[config.mk]
export PLATFORM = sky130hd
export DESIGN_NAME = phtime_sched_flat
export DESIGN_NICKNAME = d
export VERILOG_FILES = /design/src/rtl/phtime_sched_pkg.sv /design/src/rtl/phtime_sched_if.sv /design/src/rtl/phtime_sched_rr_arb.sv /design/src/rtl/phtime_sched.sv /design/src/flat_wrapper.sv
export SDC_FILE = /design/constraint.sdc
export NUM_CORES = 1
export LEC_CHECK = 0
export CORE_MARGIN = 2
export CORE_UTILIZATION = 30
export DETAILED_ROUTE_END_ITERATION = 6
export DONT_BUFFER_PORTS = 1
export PLACE_DENSITY = 0.53
export SETUP_SLACK_MARGIN = 0.15
export SYNTH_ARGS = -nofsm -noshare
export SYNTH_HDL_FRONTEND = slang
export SYNTH_HIERARCHICAL = 1
export SYNTH_SLANG_ARGS = --single-unit
[constraint.sdc]
create_clock -name i_clk -period 3.8 [get_ports i_clk]
set_input_delay 0.57 -clock i_clk [delete_from_list [all_inputs] [get_ports i_clk]]
set_output_delay 0.57 -clock i_clk [all_outputs]
set_load 0.02 [all_outputs]
[src/rtl/phtime_sched_pkg.sv]
// Shared constants and FSM encoding for the phase-time generator scheduler.
package phtime_pkg;
  localparam int FREQW = 27;
  localparam int PHLAT = 4;

  typedef enum logic [1:0] {
    IDLE = 2'd0,
    RST  = 2'd1,
    WAIT = 2'd2,
    DONE = 2'd3
  } state_t;
endpackage

[src/rtl/phtime_sched_if.sv]
// Requester bus plus generator-side signals of the phase-time scheduler.
interface phtime_sched_if #(parameter int NREQ = 4);
  import phtime_pkg::*;

  logic [NREQ-1:0]       req_valid;
  logic [NREQ*FREQW-1:0] req_freq;
  logic [NREQ-1:0]       req_ready;
  logic [FREQW-1:0]      ph_freq;
  logic                  ph_reset;
  logic                  ph_valid;
  logic                  busy;
  logic [2:0]            owner;
  logic                  done;
  logic                  timeout_err;

  modport slave (
    input  req_valid, req_freq, ph_valid,
    output req_ready, ph_freq, ph_reset, busy, owner, done, timeout_err
  );

  modport master (
    output req_valid, req_freq, ph_valid,
    input  req_ready, ph_freq, ph_reset, busy, owner, done, timeout_err
  );
endinterface

[src/rtl/phtime_sched_rr_arb.sv]
// Combinational round-robin arbiter: first set request at or above ptr, wrapping.
module rr_arb #(
  parameter int NREQ = 4
) (
  input  logic [NREQ-1:0] i_req,
  input  logic [2:0]      i_ptr,
  output logic [NREQ-1:0] o_gnt,
  output logic [2:0]      o_gidx
);
  localparam logic [3:0] NQ = 4'(NREQ);

  logic [NREQ-1:0] w_rot;
  logic [2:0]      w_off;
  logic [3:0]      w_sum;

  always_comb begin
    // Rotate so bit 0 is the requester at ptr; lowest set bit is the winner offset.
    w_rot = NREQ'({i_req, i_req} >> i_ptr);
    w_off = '0;
    for (int k = NREQ-1; k >= 0; k--)
      if (w_rot[k]) w_off = 3'(k);
    w_sum  = {1'b0, i_ptr} + {1'b0, w_off};
    o_gidx = (w_sum >= NQ) ? 3'(w_sum - NQ) : w_sum[2:0];
    o_gnt  = (|i_req) ? (NREQ'(1) << o_gidx) : '0;
  end
endmodule

[src/rtl/phtime_sched.sv]
// Round-robin scheduler loading one shared phase-time generator, pulsing its
// reset and waiting for its valid flag before signalling done.
module phtime_sched
  import phtime_pkg::*;
#(
  parameter int NREQ    = 4,
  parameter int RSTCYC  = 2,
  parameter int TIMEOUT = 16
) (
  input  logic          i_clk,
  input  logic          i_resetn,
  phtime_sched_if.slave bus
);
  localparam int CNTMAX = (RSTCYC > TIMEOUT) ? RSTCYC : TIMEOUT;
  localparam int CNTW   = $clog2(CNTMAX) + 1;
  localparam logic [CNTW-1:0] RSTLAST = CNTW'(RSTCYC - 1);
  localparam logic [CNTW-1:0] TOLAST  = CNTW'(TIMEOUT - 1);

  state_t           r_state;
  logic [CNTW-1:0]  r_cnt;
  logic [2:0]       r_rr;
  logic [2:0]       r_owner;
  logic [FREQW-1:0] r_ph_freq;
  logic             r_ph_reset;
  logic             r_terr;

  logic [NREQ-1:0]  w_gnt;
  logic [2:0]       w_gidx;
  logic             w_acc;
  logic [FREQW-1:0] w_or [NREQ+1];

  rr_arb #(.NREQ(NREQ)) u_arb (
    .i_req  (bus.req_valid),
    .i_ptr  (r_rr),
    .o_gnt  (w_gnt),
    .o_gidx (w_gidx)
  );

  // One-hot grant selects the winning frequency word via an AND-OR chain.
  assign w_or[0] = '0;
  for (genvar gi = 0; gi < NREQ; gi++) begin : g_fsel
    assign w_or[gi+1] = w_or[gi] |
                        ({FREQW{w_gnt[gi]}} & bus.req_freq[gi*FREQW +: FREQW]);
  end

  assign w_acc = (r_state == IDLE) && i_resetn && (|bus.req_valid);

  always_ff @(posedge i_clk) begin
    if (!i_resetn) begin
      r_state    <= IDLE;
      r_cnt      <= '0;
      r_rr       <= '0;
      r_owner    <= '0;
      r_ph_freq  <= '0;
      r_ph_reset <= 1'b1;
      r_terr     <= 1'b0;
    end else begin
      case (r_state)
        IDLE: begin
          r_ph_reset <= 1'b0;
          if (w_acc) begin
            r_ph_freq  <= w_or[NREQ];
            r_owner    <= w_gidx;
            r_rr       <= (w_gidx == 3'(NREQ-1)) ? 3'd0 : w_gidx + 3'd1;
            r_terr     <= 1'b0;
            r_cnt      <= '0;
            r_ph_reset <= 1'b1;
            r_state    <= RST;
          end
        end
        RST: begin
          if (r_cnt == RSTLAST) begin
            r_cnt      <= '0;
            r_ph_reset <= 1'b0;
            r_state    <= WAIT;
          end else begin
            r_cnt <= r_cnt + CNTW'(1);
          end
        end
        WAIT: begin
          // First WAIT cycle may still show valid from before the reset pulse.
          if (r_cnt != '0 && bus.ph_valid) begin
            r_state <= DONE;
          end else if (r_cnt == TOLAST) begin
            r_terr  <= 1'b1;
            r_state <= IDLE;
          end else begin
            r_cnt <= r_cnt + CNTW'(1);
          end
        end
        DONE:    r_state <= IDLE;
        default: r_state <= IDLE;
      endcase
    end
  end

  assign bus.req_ready   = w_acc ? w_gnt : '0;
  assign bus.ph_freq     = r_ph_freq;
  assign bus.ph_reset    = r_ph_reset;
  assign bus.busy        = (r_state != IDLE);
  assign bus.owner       = r_owner;
  assign bus.done        = (r_state == DONE);
  assign bus.timeout_err = r_terr;
endmodule

[src/flat_wrapper.sv]
// flat-port wrapper written by rule: the top's interface ports become plain ports
module phtime_sched_flat import phtime_pkg::*;
#(
  parameter int NREQ    = 4,
  parameter int RSTCYC  = 2,
  parameter int TIMEOUT = 16
)
  (i_clk, i_resetn, bus_req_valid, bus_req_freq, bus_ph_valid, bus_req_ready, bus_ph_freq, bus_ph_reset, bus_busy, bus_owner, bus_done, bus_timeout_err);
  phtime_sched_if #(.NREQ(NREQ)) bus_i ();
  input  logic i_clk;
  input  logic i_resetn;
  input wire logic [$bits(bus_i.req_valid)-1:0] bus_req_valid;
  input wire logic [$bits(bus_i.req_freq)-1:0] bus_req_freq;
  input wire logic [$bits(bus_i.ph_valid)-1:0] bus_ph_valid;
  output wire logic [$bits(bus_i.req_ready)-1:0] bus_req_ready;
  output wire logic [$bits(bus_i.ph_freq)-1:0] bus_ph_freq;
  output wire logic [$bits(bus_i.ph_reset)-1:0] bus_ph_reset;
  output wire logic [$bits(bus_i.busy)-1:0] bus_busy;
  output wire logic [$bits(bus_i.owner)-1:0] bus_owner;
  output wire logic [$bits(bus_i.done)-1:0] bus_done;
  output wire logic [$bits(bus_i.timeout_err)-1:0] bus_timeout_err;
  assign bus_i.req_valid = bus_req_valid;
  assign bus_i.req_freq = bus_req_freq;
  assign bus_i.ph_valid = bus_ph_valid;
  assign bus_req_ready = bus_i.req_ready;
  assign bus_ph_freq = bus_i.ph_freq;
  assign bus_ph_reset = bus_i.ph_reset;
  assign bus_busy = bus_i.busy;
  assign bus_owner = bus_i.owner;
  assign bus_done = bus_i.done;
  assign bus_timeout_err = bus_i.timeout_err;
  phtime_sched #(.NREQ(NREQ), .RSTCYC(RSTCYC), .TIMEOUT(TIMEOUT)) u_core (.i_clk(i_clk), .i_resetn(i_resetn), .bus(bus_i));
endmodule
Word level (Yosys, flattened, before mapping)
Cells that the tools add are included.
{ "classes": {"reduce_logical": 15, "shift": 2, "n_bitwise": 7, "mux": 25, "n_lt_le_gt_ge": 1, "addsub": 4, "eq_ne": 12} }
{ "ops": {"columns": ["operator", "n"], "rows": [
  ["AND 27 bit", 4],
  ["OR 27 bit", 3],
  ["2-to-1 mux 5 bit", 4],
  ["2-to-1 mux 3 bit", 5],
  ["case mux 5 bit (3 select lines)", 1],
  ["2-to-1 mux 2 bit", 5],
  ["2-to-1 mux 4 bit", 2],
  ["case mux 2 bit (4 select lines)", 1],
  ["AND reduction 4 bit", 2],
  [">> shifter 8 x 3 -> 4 bit", 1],
  ["!= test 2 x 1 -> 1 bit, second input constant", 3],
  ["nonzero test 2 bit", 3],
  ["adder 5 x 1 -> 5 bit, second input constant", 1],
  ["== test 5 x 1 -> 1 bit, second input constant", 1],
  ["== test 5 x 4 -> 1 bit, second input constant", 1],
  ["2-to-1 mux 1 bit", 5],
  ["nonzero test 5 bit", 1],
  ["adder 3 x 3 -> 4 bit", 1],
  ["== test 2 bit, second input constant", 2],
  [">= comparator 4 x 3 -> 1 bit, second input constant", 1],
  ["!= test 2 bit, second input constant", 2],
  ["case mux 1 bit (2 select lines)", 2],
  ["AND reduction 2 bit", 2],
  ["OR reduction 4 bit", 1],
  ["10 further kinds", 12]
]} }
{ "totals": {"out_inout_bits": 38, "regBits": 42, "wordCells": 73} }

Depth between registers and ports, before layout
Gate-level depths: netlist of the first run.
{ "logic_depth": {"depth_word": 14, "ltp_mapped": 13, "mapped_depth_nobuf": 11} }

Modules after synthesis
Netlist of the first run, hierarchy kept.
{ "by_module_without_submodules": {"columns": ["module", "cells_per_inst", "n_inst", "seq_area_each_um2", "area_each_um2"], "rows": [
  ["phtime_sched", 264, 1, 840.8, 2273.4],
  ["rr_arb", 30, 1, 0.0, 252.7]
]} }

Least setup slack after synthesis of the first run
No wires, ideal clock.
{ "synth_timing": {"path_kind": "input port to output port", "startpoint": "in bus_req_valid[2]", "endpoint": "out bus_req_ready[1]", "slack_ns": 0.251, "arrival_ns": 2.979, "n_path_buf": 2, "required_ns": 3.230, "cell_stages": 11, "path_cell_list": "mux2_4 o21ai_0 o2bb2ai_1 ha_1 inv_1 fa_1 inv_1 nor3_1 clkbuf_1 clkbuf_1 and3_1"} }
{ "synth_between": {"elab_chain_len": 11, "word_cells_on_any_way": 14, "cone_classes": "add/sub: 2; order compare: 1; shift: 2; mux: 7; reduce/logical: 2"} }
{ "synth_lines": {"columns": ["item", "line_no", "text"], "rows": [
  ["start, declared", "flat_wrapper.sv:12", "input wire logic [$bits(bus_i.req_valid)-1:0] bus_req_valid;"],
  [">> shifter 8 x 3 -> 4 bit (*)", "phtime_sched_rr_arb.sv:18", "w_rot = NREQ'({i_req, i_req} >> i_ptr);"],
  ["2-to-1 mux 2 bit", "phtime_sched_rr_arb.sv:21", "if (w_rot[k]) w_off = 3'(k);"],
  ["2-to-1 mux 3 bit (2 in series)", "phtime_sched_rr_arb.sv:21", null],
  ["2-to-1 mux 3 bit (*)", "phtime_sched_rr_arb.sv:21", null],
  ["adder 3 x 3 -> 4 bit (*)", "phtime_sched_rr_arb.sv:22", "w_sum = {1'b0, i_ptr} + {1'b0, w_off};"],
  [">= comparator 4 x 3 -> 1 bit or subtractor 3 bit (tied branches)", "phtime_sched_rr_arb.sv:23", "o_gidx = (w_sum >= NQ) ? 3'(w_sum - NQ) : w_sum[2:0];"],
  ["2-to-1 mux 3 bit (*)", "phtime_sched_rr_arb.sv:23", null],
  ["net u_core.w_gidx[1]", "phtime_sched.sv:28", "logic [2:0] w_gidx;"],
  ["left shift 1 x 3 -> 4 bit (*)", "phtime_sched_rr_arb.sv:24", "o_gnt = (|i_req) ? (NREQ'(1) << o_gidx) : '0;"],
  ["2-to-1 mux 4 bit (*)", "phtime_sched_rr_arb.sv:24", null],
  ["net u_core.w_gnt[1]", "phtime_sched.sv:27", "logic [NREQ-1:0] w_gnt;"],
  ["2-to-1 mux 4 bit (*)", "phtime_sched.sv:97", "assign bus.req_ready = w_acc ? w_gnt : '0;"],
  ["end, declared", "flat_wrapper.sv:15", "output wire logic [$bits(bus_i.req_ready)-1:0] bus_req_ready;"]
]} }
Mark *: on every way through the listed nets, which the timed path passes. The rest lies on a longest branch.

Final worst setup path of the first run
{ "layout_timing": {"startpoint": "reg u_core.r_rr[0]", "endpoint": "out bus_req_ready[2]"} }
{ "layout_between": {"elab_chain_len": 11, "word_cells_on_any_way": 12, "cone_classes": "add/sub: 2; order compare: 1; shift: 2; mux: 7"} }
{ "layout_lines": {"columns": ["item", "line_no", "text"], "rows": [
  ["start, declared", "phtime_sched.sv:21", "logic [2:0] r_rr;"],
  ["start signal, assigned", "phtime_sched.sv:64", "r_rr <= (w_gidx == 3'(NREQ-1)) ? 3'd0 : w_gidx + 3'd1;"],
  [">> shifter 8 x 3 -> 4 bit", "phtime_sched_rr_arb.sv:18", null],
  ["2-to-1 mux 2 bit", "phtime_sched_rr_arb.sv:21", null],
  ["2-to-1 mux 3 bit (3 in series)", "phtime_sched_rr_arb.sv:21", null],
  ["adder 3 x 3 -> 4 bit (*)", "phtime_sched_rr_arb.sv:22", null],
  [">= comparator 4 x 3 -> 1 bit or subtractor 3 bit (tied branches)", "phtime_sched_rr_arb.sv:23", null],
  ["2-to-1 mux 3 bit (*)", "phtime_sched_rr_arb.sv:23", null],
  ["left shift 1 x 3 -> 4 bit (*)", "phtime_sched_rr_arb.sv:24", null],
  ["2-to-1 mux 4 bit (*)", "phtime_sched_rr_arb.sv:24", null],
  ["net u_core.w_gnt[2]", "phtime_sched.sv:27", null],
  ["2-to-1 mux 4 bit (*)", "phtime_sched.sv:97", null]
]} }
Marked as above.

==> results.md, run 1 <==
* Clock net sink count at 42
* Worst stage delay on the critical path at 0.44 ns
* Initial Util at 30.90%
* CP Launch Type: flop
* Top_reg_cell synth: dfxtp_1
* Setup TNS Final at 0 ns
* Setup slack, reg-to-reg at 0.65 ns
* Yosys reg bits at 42
* CTS root buf: clkbuf_8
* Number of global-route vias before repair at 2,083
* DRT Pass-1 Iters at 4
* Min-Delay Startpoint: i_resetn
* RSZ-0062 raised after global routing: false
* CP most frequent cell: mux2_4
* Syn Area/Cell at 8.592 µm²
* Die Width at 95.77 µm
* Setup crit end kind: output port
* Routability cong. at 0.8195
* DRT iter0 DRCs at 99
* Cell row count at 33
* Worst-path cell chain: mux2_4 -> nor3_4 -> mux2_4 -> ha_1 -> a21oi_1 -> o21ai_1 -> buf_4 -> nor3_2 -> and3_1
* Req. time, crit path at 3.23 ns
* CTS tree: done
* Syn_nets at 421
* DR vias at 2,342
* Crit path to: bus_req_ready[2]
* Final wirelength at 7.390 mm
* Worst Setup SP: u_core/r_rr[0]
* HPWL after DPL at 5.490 mm
* H-tree depth at 2
* Seq/Total Area, Yosys at 33.28%
* Rel. slew slack at 54.34%
* Final hold vios at 0
* Crit path kind: flop to output port
* P&R area growth vs syn at 10.01%
* Io pins at 153
* Chip height at 95.77 µm
* Fin Clk Skew at 0.01117 ns
* Synthesized cell area at 2526 µm²
* Die ar. at 9171 µm²
* Reg2reg path depth at 11
* Final worst setup slack at 0.3511 ns
* P per Cell Area at 940.9 nW/µm²
* Post-route cell area at 2779 µm²
* Buffers added on ports at 0
* Reg clk slew, reported paths at 0.08 ns
* Hold slack at 0.3803 ns
* Critical R2R Launch: u_core/r_rr[0]
* DR vias/cell at 5.990
* CTS Buffer Depth at 2
* Clock latency at the later pin of the worst-skew pair at 0.30 ns
* DR DRC count at 0
* Share of post-route cells with drive strength above 1 at 12.59%
* EDFF count, synth at 0
* Max cap viols at 0
* Worst EP arrival at 2.88 ns
* DR WL/cell at 18.90 µm
* Crit path time final at 3.449 ns
* Final Util at 33.99%
* Final antenna-violating net count at 0
* Max-slew violation count at 0
* Final setup viols at 0
* VDD IR max at 0.4248 mV
* Ant. Diodes at 0
* Crit-path max FO at 7
* Static Leak at 0.0009129 µW
* First-pass GRT wire length at 10.83 mm
* Core area at 8175 µm²
* Worst Max-Slew Pin Slew at 0.6775 ns
* Distinct cells, synth at 48
* Critical-path top delay cell: dfxtp_2
* Fmax at 0.2899 GHz
* Placed cell area at 2651 µm²
* Pin count of the biggest net entering global routing at 35
* Final net count at 412
* Status: finished, final reports clean
* Total track usage at 15.21%
* Synth Warn # at 6
* Gr ovfl total at 0
* Num CTS Buffers at 5
* Worst slack at placement at 0.4953 ns
* Hold crit path type: input pin to flop
* Final period util at 90.76%
* Initial antenna violation count at 0
* Post-synth ARST share at 0%
* Mapped Cells at 294
* Reg-to-Reg End: u_core/bus.ph_freq[17]
==> area by class of cell <==
cell class | instances | area (µm²)
clock buffers | 5 | 68.82
well taps | 105 | 131.4
fillers | 864 | 5396
clock inverters | 3 | 45.04
multi-input cells | 215 | 1583
repair buffers | 8 | 60.06
flip-flops and latches | 42 | 842.1
inverters | 13 | 48.80
==> synthesized netlist by cell type (2+ instances only) <==
master | n | area [µm²]
nand4_1 | 2 | 12.51
nor2_1 | 30 | 112.6
nor3_1 | 5 | 25.02
a211oi_1 | 3 | 22.52
nand2_1 | 13 | 48.80
ha_1 | 11 | 137.6
o21ai_0 | 8 | 40.04
mux2i_1 | 3 | 30.03
dfxtp_1 | 42 | 840.8
buf_2 | 3 | 15.01
o21a_1 | 2 | 15.01
clkbuf_1 | 21 | 78.83
mux2_4 | 2 | 30.03
a21oi_1 | 12 | 60.06
a31oi_1 | 2 | 12.51
and3_1 | 4 | 25.02
nand3b_1 | 2 | 15.01
o22ai_1 | 2 | 12.51
a22oi_1 | 54 | 405.4
inv_1 | 13 | 48.80
nand3_1 | 4 | 20.02
nand2b_1 | 3 | 18.77
a311oi_1 | 28 | 245.2
==> kinds of logic (layout without fill, tap and decap cells) <==
| logic type | count (synthesis) | count (layout) | share of synthesized area, % |
|---|---|---|---|
| AND/OR/NAND/NOR | 74 | 74 | 15.21 |
| adder cells (fa/ha/maj) | 12 | 12 | 6.241 |
| AO/OA/AOI/OAI | 124 | 124 | 37.25 |
| flip-flops | 42 | 42 | 33.28 |
| multiplexers | 5 | 5 | 2.378 |
| buffers and inverters | 37 | 29 | 5.646 |
==> stage by stage <==
step                      instances  total power (µW)
after global routing            391              2839
after CTS                       391              2640
after global placement          383              2250
final                           391              2615
after floorplan                 294              1884
after detailed placement        383              2264
==> power by group <==
part / total (µW) / switching, µW / internal, µW / leakage, µW
combinational: 1420 / 875 / 543 / 0.000517
sequential: 834 / 255 / 579 / 0.000346
clock: 363 / 167 / 196 / 0.0000504
==> layer usage <==
metal | vias to the layer above | GRT usage, % | part of all wire, %
li1 | 1129 | - | -
met3 | 6 | 2.193 | 6.2
met2 | 98 | 25.17 | 49
met5 | - | 0 | 0
met1 | 1109 | 20.46 | 43
met4 | 0 | 4.643 | 1.3
==> layout by cell type, fill, tap and decap left out, types with 4 or more instances in the layout <==
master     n
clkbuf_8   5
buf_4      8
and3_1     4
a311oi_1  28
nor2_1    29
o21ai_0    7
nor3_2     4
ha_1      11
nand3_1    4
inv_1     13
nand2_1   13
dfxtp_1   41
a22oi_1   54
a21oi_1   12
==> critical path: cells and delay by family, from the launching register on <==
kind | cells | cell delay, ns
AO/OA/AOI/OAI | 2 | 0.29
AND/OR/NAND/NOR | 3 | 0.76
multiplexers | 2 | 0.67
flip-flops | 1 | 0.44
buffers and inverters | 1 | 0.16
adder cells (fa/ha/maj) | 1 | 0.27
==> worst min-delay path by stage <==
stage	to	slack (ns)	cells past startpoint
global placement	u_core/r_cnt[1]	0.50	2
detailed placement	u_core/r_rr[1]	0.51	2
finish	u_core/bus.ph_reset	0.38	1
CTS	u_core/bus.ph_reset	0.37	1
global route	u_core/bus.ph_reset	0.37	1
floorplan	u_core/r_rr[1]	0.47	2
==> registers in the layout, indices dropped and copies added, names as in the netlist <==
name / count
u_core/bus.owner: 3
u_core/r_rr: 3
u_core/bus.ph_freq: 27
u_core/r_cnt: 5
u_core/bus.timeout_err: 1
u_core/bus.ph_reset: 1
u_core/r_state: 2
==> timing repair <==
| item | 4_1_cts | 5_1_grt |
|---|---|---|
| setup endpoints to repair | 0 | 4 |
| hold buffers | 0 | 0 |
| resized for setup | 0 | 4 |
| buffers inserted | 0 | 0 |
Note: power is estimated with default switching activity, not from simulation.
==> run 2, diff against run 1 <==
--- a/config.mk
+++ b/config.mk
@@ -5,6 +5,7 @@
 export SDC_FILE = /design/constraint.sdc
 export NUM_CORES = 1
 export LEC_CHECK = 0
+export ABC_AREA = 1
 export CORE_MARGIN = 2
 export CORE_UTILIZATION = 30
 export DETAILED_ROUTE_END_ITERATION = 6
==> run 2 against run 1 <==
Compared with the run above:
- core utilization decreased by 0.60 points
- register-to-register slack gained 0.11 ns
- flip-flop and latch count unchanged
- critical path depth increased by 7
- count of clock-buffer cells in the layout grew 2
- die area increased by 9.6%
- highest routed layer unchanged
- fmax up 1.4%
- largest cell class unchanged
==> results.md, run 2 <==
* Status: finished, final reports clean
* First-pass GRT wire length at 13.19 mm
* Gr ovfl total at 0
* Final antenna-violating net count at 0
* Reg2reg path depth at 18
* DR WL/cell at 14.95 µm
* Ant. Diodes at 0
* Crit path time final at 3.401 ns
* Post-synth ARST share at 0%
* Final wirelength at 8.493 mm
* Max reg flops at 27
* Initial Util at 30.51%
* FF+latch area at 843.3 µm²
* Req. time, crit path at 3.23 ns
* Worst Hold Path Cells at 1
* Chip height at 100.2 µm
* Seq/Total Area, Yosys at 30.26%
* DR vias at 2,893
* Worst EP arrival at 2.83 ns
* Num CTS Buffers at 5
* Critical R2R Launch: u_core/r_rr[0]
* Final-layout fill cell count at 1,032
* Final period util at 89.51%
* Final setup viols at 0
* CTS tree: done
* Setup TNS Final at 0 ns
* Clock net sink count at 42
* DRT iter0 DRCs at 76
* Post-CTS Hold Fix Bufs at 0
* Static Leak at 0.001326 µW
* CTS root buf: clkbuf_8
* CTS Buffer Depth at 2
* DR vias/cell at 5.093
* Post-route cell area at 3042 µm²
* Io pins at 153
* Crit path kind: flop to output port
* Multi-input gate area at 1730 µm²
* Reg-to-Reg End: u_core/bus.ph_freq[11]
* Final hold vios at 0
* P per Cell Area at 1003 nW/µm²
* Setup crit end kind: output port
* Cell row count at 35
* Core area at 9109 µm²
* EDFF count, synth at 0
* Mapped Cells at 461
* HPWL after DPL at 5.846 mm
* Placed cell area at 2889 µm²
* RSZ-0062 raised after global routing: false
* Most frequent cell after synthesis: nand2_1
* Synth cell count leaders: 162 x nand2_1, 60 x nor2_1, 42 x dfxtp_1
* Final net count at 583
* Design Power at 3050 µW
* Leading area contributor after synthesis: dfxtp_1
* Total track usage at 16.46%
* Routability cong. at 0.8068
* Initial antenna violation count at 0
* Worst Max-Slew Pin Slew at 0.7596 ns
* Fin Clk Skew at 0.006976 ns
* DRT Pass-1 Iters at 4
* Setup slack, reg-to-reg at 0.76 ns
* Hold crit path type: input pin to flop
* Hold slack at 0.3789 ns
* Number of global-route vias before repair at 2,715
* Synth Warn # at 6
* P&R area growth vs syn at 9.455%
* Max-slew violation count at 0
* Die ar. at 10,050 µm²
* Share of post-route cells with drive strength above 1 at 8.534%
* DR DRC count at 0
* Yosys reg bits at 42
* H-tree depth at 2
* Die Width at 100.2 µm
* Synthesized cell area at 2779 µm²
* Reg clk slew, reported paths at 0.08 ns
* Pin count of the biggest net entering global routing at 41
* Crit-path max FO at 7
* Synth top area cells: dfxtp_1 30%, nand2_1 22%, nor2_1 8.1%, a21oi_1 6.5%, nand4_1 6.1%
* Hold Path Sink: u_core/bus.ph_reset
* Most frequent cells in the layout: 162 x nand2_1, 60 x nor2_1, 40 x dfxtp_1
* Clock latency at the later pin of the worst-skew pair at 0.29 ns
* Max cap viols at 0
* Syn_nets at 588
* CP Launch Type: flop
* Rel. slew slack at 49.18%
* Min-Delay Startpoint: i_resetn
* Distinct cells, synth at 28
* Top_reg_cell synth: dfxtp_1
* Most common cell after layout, fill and taps aside: nand2_1
* Syn Area/Cell at 6.028 µm²
* VDD IR max at 0.5938 mV
* Fmax at 0.2940 GHz
* Buffers added on ports at 0
* Top-area cell type share of the netlist area at 30.26%
==> run 2: cell count changes after synthesis, sizes merged, moves of 12 or more <==
cell	delta
a21oi	+24
a22oi	-53
a311oi	-28
buf	+12
inv	+21
nand2	+150
nand4	+25
nor2	+33
o21ai	+22
==> run 2: timing repair <==
action / CTS / global route
endpoints found under the setup margin: 0 / 4
buffers inserted: 0 / 3
gates resized for setup: 0 / 9
==> run 2: kinds of logic (layout without fill, tap and decap cells) <==
kind of cell             count (synthesis)  count (layout)  synth area share, %
XOR/XNOR                                 1               1               0.3152
AND/OR/NAND/NOR                        275             275                41.33
AO/OA/AOI/OAI                           69              69                12.88
adder cells (fa/ha/maj)                 12              12                5.673
buffers and inverters                   61              57                9.185
flip-flops                              42              42                30.26
multiplexers                             1               1               0.3602
==> run 2: worst max-delay path by stage <==
stage | start | to | cells after the start
floorplan | bus_req_valid[3] | bus_req_ready[1] | 16
global placement | bus_req_valid[3] | bus_req_ready[2] | 16
detailed placement | bus_req_valid[3] | bus_req_ready[2] | 16
CTS | u_core/r_rr[1] | bus_req_ready[2] | 15
global route | u_core/r_rr[0] | bus_req_ready[1] | 16
finish | u_core/r_rr[0] | bus_req_ready[0] | 16
==> run 2: layout make-up <==
cell class,instances,area share [%]
Multi-Input combinational cell,358,56.89
Sequential cell,42,27.73
Tap cell,111,4.566
Inverter,35,4.319
Timing Repair Buffer,14,3.497
Clock buffer,7,2.838
Clock inverter,1,0.1645
==> run 2: per-layer routing <==
layer  share of wire, %  global-route usage, %  wire length [µm]
met1                 43                  19.84              3619
met2                 49                  29.17              4141
met3                7.3                  3.621               619
met4                1.3                  4.953               113
met5                  0                      0                 0
==> run 2: critical path, cell delays in order (launching register included) <==
cell and delay, ns:
dfxtp_2 0.42, inv_2 0.07, nand2_1 0.06, nand2_1 0.07, nand2_1 0.08, nand2_1 0.07
inv_1 0.06, nand2_1 0.06, a21oi_1 0.14, ha_1 0.19, inv_1 0.06, fa_2 0.61
inv_2 0.09, nor3_4 0.23, inv_1 0.07, nor2_1 0.10, buf_4 0.17
==> run 2: metrics by stage <==
stage / setup slack (ns) / cells / util, %
after floorplan: 0.5047 / 461 / -
after global placement: 0.5614 / 556 / 31.72
after detailed placement: 0.4752 / 556 / 31.72
after CTS: 0.1557 / 564 / 32.72
after global routing: 0.1949 / 568 / 33.39
final: 0.3987 / 568 / 33.39
==> run 2: power by group <==
| group | internal (µW) | switching [µW] | total [µW] |
|---|---|---|---|
| Sequential | 597 | 264 | 860 |
| Clock | 147 | 157 | 304 |
| Combinational | 650 | 1240 | 1890 |
